## config.mk

```make
export PLATFORM = sky130hd
export DESIGN_NAME = uart_tx_arbiter
export DESIGN_NICKNAME = d
export VERILOG_FILES = /design/src/rtl/uart_mux_pkg.sv /design/src/rtl/uart_tx_arbiter_rr_pick.sv /design/src/rtl/uart_tx_arbiter.sv
export SDC_FILE = /design/constraint.sdc
export NUM_CORES = 1
export LEC_CHECK = 0
export BUFFER_PORTS_ARGS = -buffer_cell sky130_fd_sc_hd__buf_2
export CORE_MARGIN = 10
export CORE_UTILIZATION = 25
export DETAILED_ROUTE_END_ITERATION = 16
export PLACE_DENSITY_LB_ADDON = 0.08
export SLEW_MARGIN = 10
export SYNTH_ARGS = -nofsm -noshare
export SYNTH_HDL_FRONTEND = slang
export SYNTH_SLANG_ARGS = --single-unit
```

## constraint.sdc

```tcl
create_clock -name clk -period 1.9 [get_ports clk]
set_input_delay 0.095 -clock clk [delete_from_list [all_inputs] [get_ports clk]]
set_output_delay 0.095 -clock clk [all_outputs]
set_load 0.02 [all_outputs]
```

## src/rtl/uart_mux_pkg.sv

```systemverilog
// Shared definitions for the UART stream multiplexer: header type codes,
// arbiter state encoding and a pointer-width helper.
package uart_mux_pkg;

    localparam logic [7:0] HDR_PARROT          = 8'd0;
    localparam logic [7:0] HDR_ETH_FRAME_IN    = 8'd1;
    localparam logic [7:0] HDR_ETH_FRAME_OUT   = 8'd2;
    localparam logic [7:0] HDR_REMAINING_LAYER = 8'd3;
    localparam logic [7:0] HDR_INSTRUCTION     = 8'd4;
    localparam logic [7:0] HDR_BRAIN_STATUS    = 8'd5;
    localparam logic [7:0] HDR_PAYLOAD_COMING  = 8'd6;
    localparam logic [7:0] HDR_INFO            = 8'd7;

    localparam logic [1:0] ARB_IDLE = 2'd0;
    localparam logic [1:0] ARB_HDR  = 2'd1;
    localparam logic [1:0] ARB_DATA = 2'd2;

    typedef enum logic [1:0] {
        ST_IDLE = ARB_IDLE,
        ST_HDR  = ARB_HDR,
        ST_DATA = ARB_DATA
    } arb_state_t;

    // Width of a source index; at least one bit even for a single source.
    function automatic int idx_width(input int n);
        return (n > 1) ? $clog2(n) : 1;
    endfunction

endpackage

```

## src/rtl/uart_tx_arbiter_rr_pick.sv

```systemverilog
// Combinational round-robin picker: first asserted request scanning
// last_idx+1, last_idx+2, ... modulo NUM_SRC.
module rr_pick
    import uart_mux_pkg::*;
#(
    parameter int NUM_SRC = 3,
    parameter int IDX_W   = 2
) (
    input  logic [NUM_SRC-1:0] req,
    input  logic [IDX_W-1:0]   last_idx,
    output logic               found,
    output logic [IDX_W-1:0]   idx
);

    logic [IDX_W-1:0]   cand [NUM_SRC];
    logic [NUM_SRC-1:0] cand_req;

    // Candidate gi is the source gi+1 places after the pointer; the sum stays
    // below 2*NUM_SRC so a single conditional subtract gives the modulo.
    for (genvar gi = 0; gi < NUM_SRC; gi++) begin : g_cand
        logic [IDX_W:0] sum;
        assign sum          = {1'b0, last_idx} + (IDX_W+1)'(gi + 1);
        assign cand[gi]     = (sum >= (IDX_W+1)'(NUM_SRC)) ?
                              IDX_W'(sum - (IDX_W+1)'(NUM_SRC)) : IDX_W'(sum);
        assign cand_req[gi] = req[cand[gi]];
    end

    always_comb begin
        found = 1'b0;
        idx   = '0;
        for (int k = NUM_SRC - 1; k >= 0; k--) begin
            if (cand_req[k]) begin
                found = 1'b1;
                idx   = cand[k];
            end
        end
    end

endmodule

```

## src/rtl/uart_tx_arbiter.sv

```systemverilog
// Round-robin arbiter sharing one UART byte stream among NUM_SRC AXI4-Stream
// sources; every forwarded data byte is preceded by its source's header.
module uart_tx_arbiter
    import uart_mux_pkg::*;
#(
    parameter int DATA_WIDTH = 8,
    parameter int NUM_SRC    = 3,
    parameter int MAX_BURST  = 16
) (
    input  logic                          clk,
    input  logic                          rst_n,
    input  logic [NUM_SRC*DATA_WIDTH-1:0] src_tdata,
    input  logic [NUM_SRC-1:0]            src_tvalid,
    output logic [NUM_SRC-1:0]            src_tready,
    input  logic [NUM_SRC-1:0]            src_tlast,
    input  logic [NUM_SRC*8-1:0]          src_header,
    output logic [7:0]                    uart_out_tdata,
    output logic                          uart_out_tvalid,
    input  logic                          uart_out_tready,
    output logic                          uart_out_tlast,
    output logic [NUM_SRC-1:0]            grant,
    output logic                          busy
);

    localparam int         IDX_W      = idx_width(NUM_SRC);
    localparam logic [7:0] BURST_LAST = 8'(MAX_BURST - 1);

    arb_state_t       state_q, state_d;
    logic [IDX_W-1:0] gnt_idx_q, gnt_idx_d;
    logic [IDX_W-1:0] last_idx_q, last_idx_d;
    logic [7:0]       burst_cnt_q, burst_cnt_d;
    logic             hold_q, hold_d;

    logic             pick_found;
    logic [IDX_W-1:0] pick_idx;
    logic [7:0]       hdr_sel;
    logic [7:0]       data_sel;
    logic             tvalid_sel;
    logic             tlast_sel;
    logic             end_beat;

    rr_pick #(
        .NUM_SRC (NUM_SRC),
        .IDX_W   (IDX_W)
    ) u_rr_pick (
        .req      (src_tvalid),
        .last_idx (last_idx_q),
        .found    (pick_found),
        .idx      (pick_idx)
    );

    assign hdr_sel    = src_header[{gnt_idx_q, 3'b000} +: 8];
    assign data_sel   = src_tdata[{gnt_idx_q, 3'b000} +: DATA_WIDTH];
    assign tvalid_sel = src_tvalid[gnt_idx_q];
    assign tlast_sel  = src_tlast[gnt_idx_q];
    assign end_beat   = tlast_sel || (burst_cnt_q == BURST_LAST);

    always_ff @(posedge clk) begin
        if (!rst_n) begin
            state_q     <= ST_IDLE;
            gnt_idx_q   <= '0;
            last_idx_q  <= IDX_W'(NUM_SRC - 1);
            burst_cnt_q <= '0;
            hold_q      <= 1'b0;
        end else begin
            state_q     <= state_d;
            gnt_idx_q   <= gnt_idx_d;
            last_idx_q  <= last_idx_d;
            burst_cnt_q <= burst_cnt_d;
            hold_q      <= hold_d;
        end
    end

    always_comb begin
        state_d         = state_q;
        gnt_idx_d       = gnt_idx_q;
        last_idx_d      = last_idx_q;
        burst_cnt_d     = burst_cnt_q;
        hold_d          = hold_q;
        uart_out_tdata  = '0;
        uart_out_tvalid = 1'b0;
        uart_out_tlast  = 1'b0;
        src_tready      = '0;

        unique case (state_q)
            ST_IDLE: begin
                if (hold_q && src_tvalid[last_idx_q]) begin
                    gnt_idx_d = last_idx_q;
                    state_d   = ST_HDR;
                end else begin
                    // A stalled burst holder forfeits its remaining burst.
                    if (hold_q) begin
                        hold_d      = 1'b0;
                        burst_cnt_d = '0;
                    end
                    if (pick_found) begin
                        gnt_idx_d = pick_idx;
                        state_d   = ST_HDR;
                    end
                end
            end
            ST_HDR: begin
                uart_out_tdata  = hdr_sel;
                uart_out_tvalid = 1'b1;
                if (uart_out_tready) begin
                    state_d = ST_DATA;
                end
            end
            ST_DATA: begin
                uart_out_tdata        = data_sel;
                uart_out_tvalid       = tvalid_sel;
                uart_out_tlast        = end_beat && tvalid_sel;
                src_tready[gnt_idx_q] = uart_out_tready;
                if (tvalid_sel && uart_out_tready) begin
                    last_idx_d = gnt_idx_q;
                    state_d    = ST_IDLE;
                    if (end_beat) begin
                        hold_d      = 1'b0;
                        burst_cnt_d = '0;
                    end else begin
                        hold_d      = 1'b1;
                        burst_cnt_d = burst_cnt_q + 8'd1;
                    end
                end
            end
            default: state_d = ST_IDLE;
        endcase
    end

    for (genvar gi = 0; gi < NUM_SRC; gi++) begin : g_grant
        assign grant[gi] = (state_q != ST_IDLE) && (gnt_idx_q == IDX_W'(gi));
    end

    assign busy = (state_q != ST_IDLE);

endmodule

```

Word-level counts from Yosys, hierarchy flattened
Index checks and enable logic that the tools add are counted.

$add $sub $neg: 7. Order comparisons: 9. Equality and inequality tests: 10. Shift operators: 2. Mux-type cells: 43. Bitwise operators: 1. Reductions and logical operators: 18.

Operators with widths (count): 24-bit by 6-bit indexed part select with 8-bit output (2); 8-bit 2-to-1 mux (4); 8-bit case mux with 2 select lines (2); 2-bit 2-to-1 mux (12); 2-bit by 3-bit less-than comparator with 1-bit output (second input constant) (5); 1-bit 2-to-1 mux (14); 1-bit binary-select mux with 2-bit select (6); 3-bit by 2-bit >= comparator with 1-bit output (second input constant) (3); 8-bit by 1-bit adder with 8-bit output (second input constant) (1); 8-bit by 4-bit equality test with 1-bit output (second input constant) (1); 2-bit inequality test (second input constant) (4); 1-bit logical AND (7); 2-bit by 2-bit adder with 3-bit output (second input constant) (2); 2-bit case mux with 3 select lines (1); 3-bit AND reduction (2); 2-bit nonzero test (3); 2-bit subtractor (second input constant) (3); 2-bit by 1-bit equality test with 1-bit output (second input constant) (2); 2-bit equality test (second input constant) (2); 2-bit zero test (2); 1-bit case mux with 2 select lines (2); 2-bit AND reduction (2); 4-bit AND reduction (1); 2-bit by 1-bit adder with 3-bit output (second input constant) (1); other kinds (6) (6).

Register bits: 15. Bits of input ports: 57. Output and inout bits: 17. Logic and storage cells: 95.

Depth between registers and ports, before layout
Depth after elaboration: 11. Depth in mapped cells: 8. Mapped depth without buffers: 7.

Modules after synthesis
Synthesis repeated with hierarchy kept, for this count alone.

Cells, all modules: 208. Area total of the unflattened synthesis: 1661.6 um2.

By module, submodules not included: uart_tx_arbiter (times used 1, cells each 186, area each 1507.7 um2, sequential area each 300.3 um2); rr_pick (times used 1, cells each 22, area each 153.9 um2, sequential area each 0.0 um2).

Worst setup path before layout
No wires, ideal clock.

Path type: register to register. Start point: register last_idx_q[0]. End point: register state_q[1]. Library setup time: 0.121 ns. Arrival time: 1.985 ns. Data required time: 1.779 ns. Setup slack: -0.206 ns. Stages on the path, launching flop included: 9. Path buffers: 1. Clock period less this slack: 2.106 ns. Cells stage by stage: dfxtp_1 -> inv_1 -> ha_1 -> buf_2 -> nand2b_1 -> a32o_1 -> nor4_1 -> a21oi_1 -> mux2i_1.

Longest elaborated chain between the ends: 10. Elaborated cells between the ends (all ways): 28. Those cells by class: add/sub (6); order compare (3); eq/ne (1); mux (16); reduce/logical (2).

RTL lines: from (decl) (RTL line uart_tx_arbiter.sv:30) `logic [IDX_W-1:0] last_idx_q, last_idx_d;`; from (signal assigned) (RTL line uart_tx_arbiter.sv:62) `last_idx_q <= IDX_W'(NUM_SRC - 1);`; from (signal assigned) (RTL line uart_tx_arbiter.sv:68) `last_idx_q <= last_idx_d;`; 2-bit by 2-bit adder with 3-bit output (RTL line uart_tx_arbiter_rr_pick.sv:22) `assign sum = {1'b0, last_idx} + (IDX_W+1)'(gi + 1);`; 3-bit by 2-bit >= comparator with 1-bit output or 2-bit subtractor (tied branches) (RTL line uart_tx_arbiter_rr_pick.sv:23, uart_tx_arbiter_rr_pick.sv:24); 2-bit 2-to-1 mux (RTL line uart_tx_arbiter_rr_pick.sv:23) `assign cand[gi] = (sum >= (IDX_W+1)'(NUM_SRC)) ?`; 1-bit binary-select mux with 2-bit select (RTL line uart_tx_arbiter_rr_pick.sv:25) `assign cand_req[gi] = req[cand[gi]];`; 1-bit 2-to-1 mux (not written as such) (RTL line uart_tx_arbiter_rr_pick.sv:25); 1-bit 2-to-1 mux (3 in a row) (RTL line uart_tx_arbiter_rr_pick.sv:32) `if (cand_req[k]) begin`; 3-bit inequality test (no source line); 3-bit AND reduction (no source line); to (signal assigned) (RTL line uart_tx_arbiter.sv:66) `state_q <= state_d;`; to (decl) (RTL line uart_tx_arbiter.sv:28) `arb_state_t state_q, state_d;`.

Several ways; a longest one is shown, not always the timed one. The select of a mux whose other input is x is not followed. A chain may end at the register's enable or synchronous reset.

Worst setup path after layout
Start point: register last_idx_q[1]. End point: register state_q[1].

The elaborated chain is that of the path after synthesis.

==> results.yml <==
logic_synthesis:
  synth.most_common_cell: "mux2i_1"
  synthTopCellsByCount: "mux2i_1 (35), dfxtp_1 (15), nand2_1 (14)"
  syn_nets: 267
  synth-edff-count: 0
  syn_area_per_cell_um2: 8.114
  synth_largest_area_cell: "mux2i_1"
  postSynthCellCount: 202
  synth.distinct_cells: 42
  synthTopCellsByArea: "mux2i_1 (21%), dfxtp_1 (18%), ha_1 (6.1%)"
  async_flop_share_pct: 0
  yosysSeqAreaShare_pct: 18.32
  synth_top_cell_area_share_pct: 21.37
  ys_seq_elements: 15
  synth_area_mm2: 0.001639
  yosys_warnings: 0
  ys.flop_type: "dfxtp_1"
timing:
  fin_crit_sh_pct: 93.98
  grt_setup_unrepaired: "no"
  fin_skew_ns: 0.003598
  maxSlewViolCount: 0
  hold_slack_ns: 0.1104
  worst_slew_pin_slew_ns: 0.3827
  setup_viol: 0
  hold_viol: 0
  min_period_ns: 1.786
  final.setup.tns_ns: 0
  max_freq_mhz: 560.0
  slew_headroom_pct: 74.49
setup_path:
  worstPathArrival_ns: 1.92
  critPathRequiredTime_ns: 2.04
  end_kind: "register"
  critPathLaunchType: "register"
  cp_max_fo: 5
  critPathKind: "reg -> reg"
floorplan:
  core_mm2: 0.006350
  num_io_pins: 74
  die_y_um: 101.0
  num_rows: 29
  die_w_um: 101.0
  start_util_pct: 25.81
  die_area_mm2: 0.01019
pwr:
  finalPower_mw: 2.191
  power_density_mw_per_mm2: 931.4
  p_leak_nw: 1.086
  peakVddDrop_v: 0.0004885
global_routing:
  antenna_found_initial: 0
  grt-ovfl-total: 0
  grt_usage_pct: 10.61
  grt_max_degree: 18
  grt_first_pass_wirelength_mm: 9.004
  grt_pass1_vias: 1817
detailed_routing:
  dr.pass1.iters: 4
  via_count: 1817
  post_drt_wl_per_cell_um: 15.56
  vias_per_cell: 4.964
  drt_iter0_drc: 66
  totalWireLength_mm: 5.694
  drtAntennaViolNets: 0
  remaining_drc_errors: 0
clock_network:
  cts_sinks: 15
  cts_tree: "built"
  root_buffer: "clkbuf_8"
  h-tree-depth: 1
  cts_buffers: 3
  clk_pin_slew_ns: 0.07
  clock_latency_ns: 0.25
  cts_buffer_depth: 2
final_layout:
  diodes: 0
  drive_gt1_share_pct: 40.83
  fin_nets: 355
  syn2layout_area_growth_pct: 43.51
  final_area_mm2: 0.002352
placed_design:
  hpwl_mm: 4.729
  gp_congestion: 0.8117
  io_buffers: 73
  placed_area_mm2: 0.002228
run:
  cap_violations: 0
worst_hold_path:
  hp-class: "in -> reg"
run_status:
  outcome: "finished clean"
==> worst max-delay path, stage by stage (launching register included) <==
cell     delay (ns)
dfxtp_2        0.32
inv_1          0.10
ha_4           0.31
buf_4          0.11
mux2i_1        0.16
nor2_1         0.07
nor4_2         0.24
buf_4          0.17
a21oi_1        0.08
mux2i_1        0.12
==> per-stage QoR <==
stage	utilization, %	worst slack (ns)	std cells
3_5_place_dp	35.09	0.02353	361
5_1_grt	37.04	0.00008826	366
6_report	37.04	0.1144	366
2_1_floorplan	-	0.01506	202
4_1_cts	36.34	0.01148	365
3_3_place_gp	35.09	0.04135	361
==> registers in the layout, indices dropped and copies added, names as in the netlist <==
register     count
state_q          2
gnt_idx_q        2
hold_q           1
last_idx_q       2
burst_cnt_q      8
==> worst paths after layout <==
kind / to / start / depth (start not counted) / slack (ns)
setup reg to reg: state_q[1]$_SDFFE_PN0P_ / last_idx_q[1]$_SDFFE_PN1P_ / 9 / 0.11
setup / recovery: state_q[1]$_SDFFE_PN0P_ / last_idx_q[1]$_SDFFE_PN1P_ / 9 / 0.11
hold / removal: last_idx_q[1]$_SDFFE_PN1P_ / rst_n / 2 / 0.11
hold reg to reg: state_q[1]$_SDFFE_PN0P_ / state_q[1]$_SDFFE_PN0P_ / 2 / 0.48
==> cell families (layout without fill, tap and decap cells) <==
logic type / after synthesis / count (layout) / share of synthesized area, %
simple gates: 69 / 69 / 23.05
flops: 15 / 15 / 18.32
fa+ha+maj: 8 / 8 / 6.107
mux: 36 / 36 / 22.06
compound gates: 52 / 52 / 24.66
buf+inv: 22 / 109 / 5.801
==> repair_timing <==
action / 4_1_cts / 5_1_grt
pin swaps: 1 / 1
hold buffers: 0 / 0
buffers inserted: 1 / 1
gates resized for setup: 7 / 11
hold endpoints to repair: 0 / 0
endpoints found under the setup margin: 9 / 17
==> final cells by class <==
type | count | area (um^2)
Clock inverter | 1 | 7.507
Tap cell | 77 | 96.34
Fill cell | 675 | 3998
Clock buffer | 3 | 41.29
Sequential cell | 15 | 307.8
Inverter | 9 | 33.78
Multi-Input combinational cell | 165 | 1297
Timing Repair Buffer | 96 | 568.0
==> layout by cell type (no fill, tap or decap), types with 3 or more instances in the layout <==
cell,n
buf_2,71
nand3b_1,5
nor2b_1,5
clkbuf_8,3
nand3_1,7
and3_1,10
a21boi_1,4
nor3_1,4
o211ai_1,3
buf_4,23
nor2_1,6
ha_4,3
o211a_1,3
o22ai_1,7
nand2b_1,8
nand2_1,14
o31a_1,3
inv_1,8
nor2_2,3
dfxtp_2,3
mux2i_1,35
o21ai_0,9
ha_1,5
a22oi_1,7
dfxtp_1,11
==> per-layer routing <==
layer  up-vias  track usage, %  part of all wire [%]
met5         -               0                     0
met2        49           17.74                    46
met1       844           13.75                    48
met4         0          0.3215                     0
li1        924               -                     -
met3         0           3.224                   6.4
==> report_power, final <==
group | switching (mW) | internal (mW)
registers | 0.0300 | 0.346
clock network | 0.128 | 0.147
logic | 0.828 | 0.712
total | 0.985 | 1.21
Power figures use the tool's default switching activity.
